## src/rtl/adc_serialiser_scheduler_if.sv

```systemverilog
// Request/serialiser bundle between the ADC channel decimators, the frame
// scheduler and the shared 16-bit serialiser.
interface adc_serialiser_scheduler_if #(
  parameter int N_CH = 4,
  parameter int CH_W = 3
);
  logic                 en;
  logic [N_CH-1:0]      ch_valid;
  logic [16*N_CH-1:0]   ch_data;
  logic [N_CH-1:0]      ch_ready;
  logic                 ser_trigger;
  logic [15:0]          ser_data;
  logic [CH_W-1:0]      frame_ch;
  logic                 busy;
  logic                 frame_done;

  // Requester side: decimators plus whatever controls the enable.
  modport master (
    output en, ch_valid, ch_data,
    input  ch_ready, ser_trigger, ser_data, frame_ch, busy, frame_done
  );

  // Scheduler side.
  modport slave (
    input  en, ch_valid, ch_data,
    output ch_ready, ser_trigger, ser_data, frame_ch, busy, frame_done
  );
endinterface

```

## src/rtl/adc_serialiser_scheduler.sv

```systemverilog
// Round-robin scheduler sharing one pulse-triggered 16-bit serialiser between
// N_CH channel decimators, spacing triggers 17+GAP cycles apart.
module adc_serialiser_scheduler #(
  parameter int N_CH = 4,
  parameter int CH_W = 3,
  parameter int GAP  = 2
) (
  input  logic                         clk,
  input  logic                         rst_n,
  adc_serialiser_scheduler_if.slave    bus
);

  localparam logic [0:0] IDLE     = 1'b0;
  localparam logic [0:0] SEND     = 1'b1;
  localparam logic [4:0] LAST_CNT = 5'(15 + GAP);

  logic [0:0]       state;
  logic [4:0]       cnt;
  logic [CH_W-1:0]  ptr;
  logic [CH_W-1:0]  grant;
  logic [CH_W-1:0]  ptr_next;
  logic             found;
  logic [15:0]      grant_word;
  logic [N_CH-1:0]  grant_onehot;

  always_comb begin
    // NOTE: every variable gets a default first, so no path can infer a latch.
    grant        = ptr;
    found        = 1'b0;
    grant_word   = '0;
    grant_onehot = '0;
    // Requesters at or after the pointer win first; otherwise wrap from 0.
    for (int c = 0; c < N_CH; c++) begin
      if (!found && c >= int'(ptr) && bus.ch_valid[c]) begin
        found = 1'b1;
        grant = CH_W'(c);
      end
    end
    for (int c = 0; c < N_CH; c++) begin
      if (!found && bus.ch_valid[c]) begin
        found = 1'b1;
        grant = CH_W'(c);
      end
    end
    for (int c = 0; c < N_CH; c++) begin
      if (grant == CH_W'(c)) begin
        grant_word      = bus.ch_data[16*c +: 16];
        grant_onehot[c] = 1'b1;
      end
    end
    ptr_next = (grant == CH_W'(N_CH - 1)) ? '0 : grant + CH_W'(1);
  end

  always_ff @(posedge clk or negedge rst_n) begin
    // NOTE: sequential state uses non-blocking assignments so every register sees pre-edge values.
    if (!rst_n) begin
      state           <= IDLE;
      cnt             <= '0;
      ptr             <= '0;
      bus.ch_ready    <= '0;
      bus.ser_trigger <= 1'b0;
      bus.ser_data    <= '0;
      bus.frame_ch    <= '0;
      bus.busy        <= 1'b0;
      bus.frame_done  <= 1'b0;
    end else begin
      bus.ch_ready    <= '0;
      bus.ser_trigger <= 1'b0;
      bus.frame_done  <= 1'b0;
      case (state)
        IDLE: begin
          if (bus.en && found) begin
            bus.ser_data    <= grant_word;
            bus.ser_trigger <= 1'b1;
            bus.ch_ready    <= grant_onehot;
            bus.frame_ch    <= grant;
            bus.busy        <= 1'b1;
            ptr             <= ptr_next;
            cnt             <= '0;
            state           <= SEND;
          end
        end
        SEND: begin
          // Slot covers the 16 shift edges plus GAP idle cycles; en and
          // requests are deliberately ignored until it ends.
          if (cnt == LAST_CNT) begin
            state          <= IDLE;
            bus.busy       <= 1'b0;
            bus.frame_done <= 1'b1;
          end else begin
            cnt <= cnt + 5'd1;
          end
        end
        default: state <= IDLE;
      endcase
    end
  end

endmodule

```

## src/flat_wrapper.sv

```systemverilog
// flat-port wrapper written by rule: the top's interface ports become plain ports
module adc_serialiser_scheduler_flat 
#(
  parameter int N_CH = 4,
  parameter int CH_W = 3,
  parameter int GAP  = 2
)
  (clk, rst_n, bus_en, bus_ch_valid, bus_ch_data, bus_ch_ready, bus_ser_trigger, bus_ser_data, bus_frame_ch, bus_busy, bus_frame_done);
  adc_serialiser_scheduler_if #(.N_CH(N_CH), .CH_W(CH_W)) bus_i ();
  input  logic clk;
  input  logic rst_n;
  input wire logic [$bits(bus_i.en)-1:0] bus_en;
  input wire logic [$bits(bus_i.ch_valid)-1:0] bus_ch_valid;
  input wire logic [$bits(bus_i.ch_data)-1:0] bus_ch_data;
  output wire logic [$bits(bus_i.ch_ready)-1:0] bus_ch_ready;
  output wire logic [$bits(bus_i.ser_trigger)-1:0] bus_ser_trigger;
  output wire logic [$bits(bus_i.ser_data)-1:0] bus_ser_data;
  output wire logic [$bits(bus_i.frame_ch)-1:0] bus_frame_ch;
  output wire logic [$bits(bus_i.busy)-1:0] bus_busy;
  output wire logic [$bits(bus_i.frame_done)-1:0] bus_frame_done;
  assign bus_i.en = bus_en;
  assign bus_i.ch_valid = bus_ch_valid;
  assign bus_i.ch_data = bus_ch_data;
  assign bus_ch_ready = bus_i.ch_ready;
  assign bus_ser_trigger = bus_i.ser_trigger;
  assign bus_ser_data = bus_i.ser_data;
  assign bus_frame_ch = bus_i.frame_ch;
  assign bus_busy = bus_i.busy;
  assign bus_frame_done = bus_i.frame_done;
  adc_serialiser_scheduler #(.N_CH(N_CH), .CH_W(CH_W), .GAP(GAP)) u_core (.clk(clk), .rst_n(rst_n), .bus(bus_i));
endmodule
```

## config.mk

```make
export PLATFORM = sky130hd
export DESIGN_NAME = adc_serialiser_scheduler_flat
export DESIGN_NICKNAME = d
export VERILOG_FILES = /design/src/rtl/adc_serialiser_scheduler_if.sv /design/src/rtl/adc_serialiser_scheduler.sv /design/src/flat_wrapper.sv
export SDC_FILE = /design/constraint.sdc
export NUM_CORES = 1
export LEC_CHECK = 0
export BUFFER_PORTS_ARGS = -buffer_cell sky130_fd_sc_hd__buf_2
export CORE_AREA = 2 2 69 71
export CTS_BUF_LIST = sky130_fd_sc_hd__clkbuf_2
export DETAILED_ROUTE_END_ITERATION = 6
export DIE_AREA = 0 0 71 73
export MAX_ROUTING_LAYER = met4
export PLACE_DENSITY_LB_ADDON = 0.3
export SYNTH_ARGS = -nofsm -noshare
export SYNTH_HDL_FRONTEND = slang
export SYNTH_SLANG_ARGS = --single-unit
```

## constraint.sdc

```tcl
create_clock -name clk -period 2.63 [get_ports clk]
set_input_delay 0 -clock clk [delete_from_list [all_inputs] [get_ports clk]]
set_output_delay 0 -clock clk [all_outputs]
set_load 0.05 [all_outputs]
```

==> results of run 1 <==
==> cells by family (layout without fill, tap and decap cells) <==
logic type / Yosys count / in the layout / share of synthesized area (%)
xor gates and xnor gates: 2 / 2 / 0.860
buffers and inverters: 41 / 149 / 9.28
and+or+nand+nor: 78 / 78 / 18.0
AOI/OAI and AO/OA: 78 / 78 / 23.4
adders and majority gates: 6 / 6 / 3.69
DFF: 35 / 35 / 43.0
muxes: 3 / 3 / 1.78
==> path summary, 6_finish.rpt <==
kind                       slack [ns]  cells past startpoint                          startpoint                                   to
max                              0.18                     10           u_core.ptr[1]$_DFFE_PN0P_   u_core.bus.ser_data[4]$_DFFE_PN0P_
min                              0.02                      5                     bus_ch_data[27]  u_core.bus.ser_data[11]$_DFFE_PN0P_
max reg2reg                      0.18                     10           u_core.ptr[1]$_DFFE_PN0P_   u_core.bus.ser_data[4]$_DFFE_PN0P_
min reg2reg                      0.51                      1  u_core.bus.frame_ch[2]$_DFFE_PN0P_   u_core.bus.frame_ch[2]$_DFFE_PN0P_
max in group asynchronous        1.91                      2                               rst_n   u_core.bus.ser_data[5]$_DFFE_PN0P_
min in group asynchronous        0.22                      2                               rst_n   u_core.bus.frame_ch[0]$_DFFE_PN0P_
==> synthesized netlist by cell type, drive strengths merged, types with 2 or more instances <==
| cell | count | area [um2] |
|---|---|---|
| a221oi | 16 | 140 |
| o21ai | 21 | 105 |
| nand3 | 4 | 32.5 |
| ha | 6 | 75.1 |
| nor2 | 37 | 139 |
| and2 | 7 | 43.8 |
| clkbuf | 13 | 48.8 |
| nand2 | 20 | 75.1 |
| buf | 4 | 45.0 |
| inv | 24 | 95.1 |
| mux2 | 2 | 26.3 |
| xor2 | 2 | 17.5 |
| a21oi | 32 | 160 |
| nand4 | 2 | 12.5 |
| dfrtp | 35 | 876 |
==> worst max-delay path, delay by kind of cell (launching register included) <==
family | cells | cell delay (ns)
simple gates | 3 | 0.51
compound gates | 4 | 0.67
flops | 1 | 0.45
buf+inv | 1 | 0.17
mux | 1 | 0.35
fa+ha+maj | 1 | 0.21
==> state kept, by name, indices dropped and copies added (netlist names) <==
| signal | cells |
|---|---|
| u_core.bus.busy | 1 |
| u_core.bus.ch_ready | 4 |
| u_core.bus.frame_ch | 3 |
| u_core.bus.frame_done | 1 |
| u_core.bus.ser_data | 16 |
| u_core.bus.ser_trigger | 1 |
| u_core.cnt | 5 |
| u_core.ptr | 3 |
| u_core.state | 1 |
==> routing by layer <==
metal,share of wire [%],vias to the layer above,track usage [%]
met4,2.4,0,10.9
met5,0,-,-
met2,53,73,38.5
li1,-,1048,-
met3,4.1,17,3.87
met1,41,1025,25.2
==> power groups by stage <==
stage	registers [mW]	logic, mW	clock network (mW)
6_report	0.896	1.93	0.231
5_1_grt	0.925	2.12	0.268
4_1_cts	0.896	1.90	0.235
3_5_place_dp	0.905	1.88	0
3_3_place_gp	0.899	1.85	0
2_1_floorplan	1.43	0.875	0
==> area by class of cell <==
type,count,area (um2),share of cell area [%]
Sequential cell,35,876,31.5
Inverter,24,95.1,3.42
Clock inverter,2,8.76,0.315
Timing Repair Buffer,118,716,25.7
Tap cell,54,67.6,2.43
Clock buffer,5,25.0,0.900
Multi-Input combinational cell,167,993,35.7
==> repair_timing <==
action | in CTS | in global routing
resized for setup | 0 | 4
hold endpoints to repair | 51 | 0
endpoints found under the setup margin | 0 | 15
buffers inserted | 0 | 0
hold buffers | 18 | 0
==> through the flow <==
stage	setup TNS (ns)	total power, mW	hold WS (ns)
4_1_cts	0	3.03	0.00989
3_5_place_dp	0	2.78	0.129
6_report	0	3.05	0.0203
5_1_grt	-0.0458	3.31	0.0137
2_1_floorplan	0	2.30	-0.296
3_3_place_gp	0	2.74	0.127
==> summary.txt, run 1 <==
Clocking
  – CTS tree: yes
  – H-tree depth: 2
  – Max clock buf depth: 2
  – Clk Latency, worst-skew pair: 0.36 ns
  – CTS Buf Count: 5
  – Clk pin slew, worst setup/hold paths: 0.17 ns
  – Clock Sinks: 35
  – CTS Root Cell: clkbuf_2

Place
  – GPL Wtd Cong: 0.793
  – Setup WS pre-CTS: 0.196 ns
  – Post-DP Area: 2550 um2
  – Hpwl dp: 3780 um
  – Port Buffers: 96
  – Inst Count DP: 380

Timing
  – Slew Viols, Final: 0
  – Worst-margin pin slew: 0.785 ns
  – Clock skew: 0.00221 ns
  – Final Hold Fails: 0
  – Minimum period implied by the final worst setup slack: 2.45 ns
  – Fmax: 408 MHz
  – Slew HR: 47.7%
  – Setup violators final: 0
  – Min setup slack post-route: 0.182 ns
  – Crit share post-route: 93.1%

Layout
  – N_diodes: 0
  – Area delta synth->final: 36.5%
  – Share of cells above drive strength 1: 33.9%
  – Commonest non-fill, non-tap cell in the layout: buf_2
  – Fin cells: 405
  – Net count, final: 428
  – Final Util: 61.3%
  – Most frequent cells in the layout: 96 x buf_2, 37 x nor2_1, 35 x dfrtp_1
  – FILL cells: 394
  – Finished Cell Area: 2780 um2

Job
  – Max Cap Viol: 0

Power and ir drop
  – Internal Power: 1.42 mW
  – Net Sw Frac: 53.5%
  – Comb power frac: 63.1%
  – Worst IR Drop VDD: 645 uV
  – Pwr per Cell Area: 1100 nW/um2
  – P_sw: 1.63 mW
  – Clk network pwr share: 7.6%
  – Reg power frac: 29.4%
  – P_leak: 1.41 nW

Drt
  – First-pass DRT Iterations: 4
  – Post-DRT Antenna Nets: 0
  – Wire length per cell: 14.0 um
  – Residual DRC: 0
  – First DRT Iteration DRCs: 105
  – WL final: 5660 um
  – Vias per Instance: 5.34
  – Vias: 2163

Synth
  – Cells after Synth: 243
  – EDFF count, synth: 0
  – Synth Flop Type: dfrtp_1
  – Count of cell types in the netlist: 36
  – Synthesized area per cell: 8.38 um2
  – FFs w/ async S/R, synth: 100%
  – Synthesis-stage register bit count: 35
  – Post-Syn Nets: 320
  – Yosys warns: 0
  – Post-synthesis sequential area ratio: 43.0%
  – Cell Area, Synth: 2040 um2

Setup path
  – Arr. time, crit path: 2.72 ns
  – Critical Path RT: 2.90 ns
  – Crit path max fanout: 33
  – CP max stage delay: 0.45 ns
  – Critical Path, Cell by Cell: mux2_2 -> nor3b_1 -> a211oi_2 -> and2_1 -> ha_1 -> buf_12 -> a21oi_1 -> o21ai_0 -> a221oi_1 -> nor2_1
  – Setup CP Type: flip-flop to flip-flop
  – Element type at the critical path end: flip-flop
  – Startpoint types: flip-flop
  – Crit-path slowest cell: dfrtp_1

GRT
  – Initial antenna violation count: 0
  – Overflow after GRT: 0
  – Largest net degree at the start of global routing: 36
  – Vias in the first global route: 1984
  – First-pass GRT wire length: 8880 um
  – Overall Global Routing Usage: 22.4%

Floorplanning
  – # rows: 25
  – Initial core utilization: 44.9%
  – Die area: 5180 um2
  – Core Region: 4540 um2
  – Chip width: 71 um
  – Die Y: 73 um
  – IO Pins: 97

Worst hold path
  – Worst Hold Class: input port to flip-flop

Run status
  – Status: finished, final reports clean
Note: power is estimated with default switching activity, not from simulation.
==> run 2: changes to the inputs <==
--- a/config.mk
+++ b/config.mk
@@ -5,11 +5,12 @@
 export SDC_FILE = /design/constraint.sdc
 export NUM_CORES = 1
 export LEC_CHECK = 0
+export ABC_AREA = 1
 export BUFFER_PORTS_ARGS = -buffer_cell sky130_fd_sc_hd__buf_2
-export CORE_AREA = 2 2 69 71
+export CORE_AREA = 2 2 73 75
 export CTS_BUF_LIST = sky130_fd_sc_hd__clkbuf_2
 export DETAILED_ROUTE_END_ITERATION = 6
-export DIE_AREA = 0 0 71 73
+export DIE_AREA = 0 0 75 77
 export MAX_ROUTING_LAYER = met4
 export PLACE_DENSITY_LB_ADDON = 0.3
 export SYNTH_ARGS = -nofsm -noshare
==> run 2 against run 1 <==
Register-to-register slack better by 0.05 ns. Sequential cell count stayed put. Routed wire length is 24% higher. Via count is 31% higher. Clock power is 15% higher. Critical path depth is 3 higher. Sequential share of layout area is 5.0 points lower. Die area is 11% higher. Worst hold slack worse by 0.019 ns. First-iteration DRC count is 18% higher.
==> summary.txt, run 2 <==
Timing
  – Minimum period implied by the final worst setup slack: 2.40 ns (-0.0518 ns)
  – Clock skew: 0.0196 ns (+0.0174 ns)
  – Final setup TNS: 0 ns (unchanged)
  – Fmax: 417 MHz (+2.2%)
  – Slew HR: 46.4% (-1.3 points)
  – Final Hold Fails: 0 (unchanged)
  – Crit share post-route: 91.1% (-2.0 points)
  – Worst-margin pin slew: 0.804 ns (+0.0190 ns)
  – Setup violators final: 0 (unchanged)
  – RSZ-0062 raised after global routing: false
  – Min setup slack post-route: 0.234 ns (+0.0518 ns)
  – Slew Viols, Final: 0 (unchanged)

Setup path
  – Critical Path RT: 2.95 ns (+0.05 ns)
  – R2R cell count: 13 (+3)
  – Setup CP Type: flip-flop to flip-flop
  – Crit path max fanout: 17 (-48%)
  – Arr. time, crit path: 2.71 ns (about the same)
  – Element type at the critical path end: flip-flop
  – Startpoint types: flip-flop

Clocking
  – H-tree depth: 2 (unchanged)
  – Clk Latency, worst-skew pair: 0.41 ns (+0.05 ns)
  – Max clock buf depth: 2 (unchanged)
  – Clock Sinks: 35 (unchanged)
  – Clk pin slew, worst setup/hold paths: 0.20 ns (+0.03 ns)
  – CTS tree: yes
  – CTS Root Cell: clkbuf_2
  – CTS Buf Count: 5 (unchanged)
  – Postcts setup bufs: 0 (unchanged)

Layout
  – Commonest non-fill, non-tap cell in the layout: nand2_1
  – Net count, final: 585 (+37%)
  – FILL cells: 472 (+20%)
  – Area delta synth->final: 32.6%
  – N_diodes: 0 (unchanged)
  – Largest regs: u_core.bus.ser_data (16), u_core.cnt (5), u_core.bus.ch_ready (4)
  – Largest reg by FF count: u_core.bus.ser_data
  – Finished Cell Area: 3310 um2 (+19%)
  – Max FFs per register: 16 (unchanged)
  – Share of cells above drive strength 1: 23.8% (-10 points)
  – Most frequent cells in the layout: 134 x nand2_1, 96 x buf_2, 64 x inv_1
  – Final Util: 66.5% (+5.2 points)

Drt
  – Vias: 2823 (+31%)
  – Residual DRC: 0 (unchanged)
  – Wire length per cell: 12.1 um (-13%)
  – First-pass DRT Iterations: 4 (unchanged)
  – First DRT Iteration DRCs: 124 (+18%)
  – Vias per Instance: 4.88 (-8.7%)
  – WL final: 7000 um (+24%)
  – Post-DRT Antenna Nets: 0 (unchanged)

Power and ir drop
  – Pwr per Cell Area: 1080 nW/um2 (-1.4%)
  – P_leak: 2.12 nW (+51%)
  – Worst IR Drop VDD: 538 uV (-17%)
  – Total Power: 3.58 mW (+17%)

Worst hold path
  – Hold depth: 7 (+2)
  – Worst Hold Class: input port to flip-flop

GRT
  – First-pass GRT wire length: 11400 um (+28%)
  – Overflow after GRT: 0 (unchanged)
  – Most Used Layer, Global Route: met2
  – GRT met3 Usage: 4.86% (+0.99 points)
  – Overall Global Routing Usage: 26.2% (+3.8 points)
  – Vias in the first global route: 2649 (+34%)
  – Initial antenna violation count: 0 (unchanged)
  – Met2 usage: 47.2% (+8.7 points)
  – Largest net degree at the start of global routing: 51 (+42%)
  – M1 GR Usage: 29.6% (+4.4 points)

Synth
  – Synth area leader: dfrtp_1
  – Synth cell count leaders: 134 x nand2_1, 64 x inv_1, 53 x nand3_1, 35 x dfrtp_1, 35 x nor2_1
  – Cell Area, Synth: 2500 um2 (+23%)
  – Adder-cell share of the synthesized area: 3.01% (-0.68 points)
  – Area share of the largest cell type after synthesis: 35.1% (-7.9 points)
  – Simple logic cell fraction of the synthesized area: 40.3% (+22 points)
  – EDFF count, synth: 0 (unchanged)
  – Count of cell types in the netlist: 23 (-36%)
  – Synthesis-stage register bit count: 35 (unchanged)
  – Post-synthesis sequential area ratio: 35.1% (-7.9 points)
  – Cells after Synth: 393 (+62%)
  – Synthesized area per cell: 6.35 um2 (-24%)
  – Synth area leaders: dfrtp_1 35%, nand2_1 20%, nand3_1 11%
  – Post-Syn Nets: 470 (+47%)
  – Post-synthesis compound-gate area fraction: 5.66% (-18 points)
  – Synth Flop Type: dfrtp_1
  – Largest family of logic cells by synthesized area: simple AND/OR/NAND/NOR gates
  – Yosys warns: 0 (unchanged)
  – Xor/xnor cell area share of the yosys netlist: 0.351% (-0.51 points)
  – Most frequent cell after synthesis: nand2_1
  – FFs w/ async S/R, synth: 100% (unchanged)
  – Mux share of post-synthesis cell area: 0% (-1.8 points)

Floorplanning
  – Die area: 5780 um2 (+11%)
  – IO Pins: 97 (unchanged)
  – Die Y: 77 um (+5.5%)
  – # rows: 26 (+4.0%)
  – Initial core utilization: 50.2% (+5.3 points)
  – Core Region: 4980 um2 (+9.7%)
  – Chip width: 75 um (+5.6%)

Place
  – Setup WS pre-CTS: 0.0813 ns (-0.114 ns)
  – GPL Wtd Cong: 0.900 (+14%)
  – Port Buffers: 96 (unchanged)
  – Hpwl dp: 4720 um (+25%)
  – Post-DP Area: 2950 um2 (+16%)

Run status
  – Status: finished, final reports clean

Job
  – Max Cap Viol: 0 (unchanged)
[run 2: cell count changes after synthesis, sizes merged, moves of 2 or more]
| cell | previous run | this run |
|---|---|---|
| mux2 | 2 | 0 |
| a221oi | 16 | 0 |
| nand4 | 2 | 4 |
| nand2 | 20 | 138 |
| inv | 24 | 67 |
| buf | 4 | 14 |
| nand3 | 4 | 56 |
| clkbuf | 13 | 8 |
| and2 | 7 | 0 |
| a21oi | 32 | 4 |
[run 2: where the power goes]
| part | leakage, nW | switching [mW] | total (mW) | internal, mW |
|---|---|---|---|---|
| Sequential | 0.444 | 0.143 | 0.894 | 0.751 |
| Combinational | 1.65 | 1.71 | 2.42 | 0.715 |
| Clock | 0.0250 | 0.203 | 0.266 | 0.0628 |
[run 2: metal layers]
layer	vias to the layer above	share of wire, %	wire, um
met3	9	6.0	419
met1	1289	39	2760
met2	101	53	3740
met5	-	0	0
met4	0	1.2	81
li1	1424	-	-
[run 2: path summary, 6_finish.rpt]
path | from | endpoint | slack, ns
max | u_core.ptr[2]$_DFFE_PN0P_ | u_core.bus.ser_data[15]$_DFFE_PN0P_ | 0.23
min in group asynchronous | rst_n | u_core.bus.ser_data[4]$_DFFE_PN0P_ | 0.19
max reg2reg | u_core.ptr[2]$_DFFE_PN0P_ | u_core.bus.ser_data[15]$_DFFE_PN0P_ | 0.23
max in group asynchronous | rst_n | u_core.bus.ch_ready[3]$_DFF_PN0_ | 1.92
min | bus_ch_data[24] | u_core.bus.ser_data[8]$_DFFE_PN0P_ | 0.002
min reg2reg | u_core.cnt[3]$_DFFE_PN0P_ | u_core.cnt[3]$_DFFE_PN0P_ | 0.49
[run 2: repair_timing]
action | CTS | global route
endpoints found under the hold margin | 51 | 0
hold buffers | 31 | 0
setup endpoints to repair | 0 | 16
gates resized for setup | 0 | 2
[run 2: cell families (layout without fill, tap and decap cells)]
kind of cell               after synthesis  after routing
and+or+nand+nor                        235            235
buffers and inverters                   89            205
DFF                                     35             35
AOI/OAI and AO/OA                       27             27
adders and majority gates                6              6
xor gates and xnor gates                 1              1
[run 2: worst max-delay path: stages (launching register included)]
cell and delay, ns:
dfrtp_1 0.46, nor2_1 0.16, nand3_2 0.14, nand3_2 0.14, nor2_1 0.05, o21ai_0 0.15, nand2_1 0.14, inv_1 0.11
ha_2 0.38, nand2_2 0.28, nand2_1 0.15, nand2_1 0.07, nand2_1 0.06, nand2_1 0.04
[run 2: layout make-up]
| class | instances | area (um2) | share of cell area, % |
|---|---|---|---|
| Multi-Input combinational cell | 269 | 1240 | 37.4 |
| Clock inverter | 3 | 20.0 | 0.605 |
| Clock buffer | 5 | 25.0 | 0.756 |
| Sequential cell | 35 | 876 | 26.5 |
| Tap cell | 70 | 87.6 | 2.65 |
| Inverter | 67 | 251 | 7.60 |
| Timing Repair Buffer | 130 | 813 | 24.6 |
[run 2: metrics by stage]
stage,std cells,hold WS [ns]
4_1_cts,579,0.00377
3_5_place_dp,540,0.130
5_1_grt,579,0.0209
6_report,579,0.00177
3_3_place_gp,540,0.142
2_1_floorplan,393,-0.296
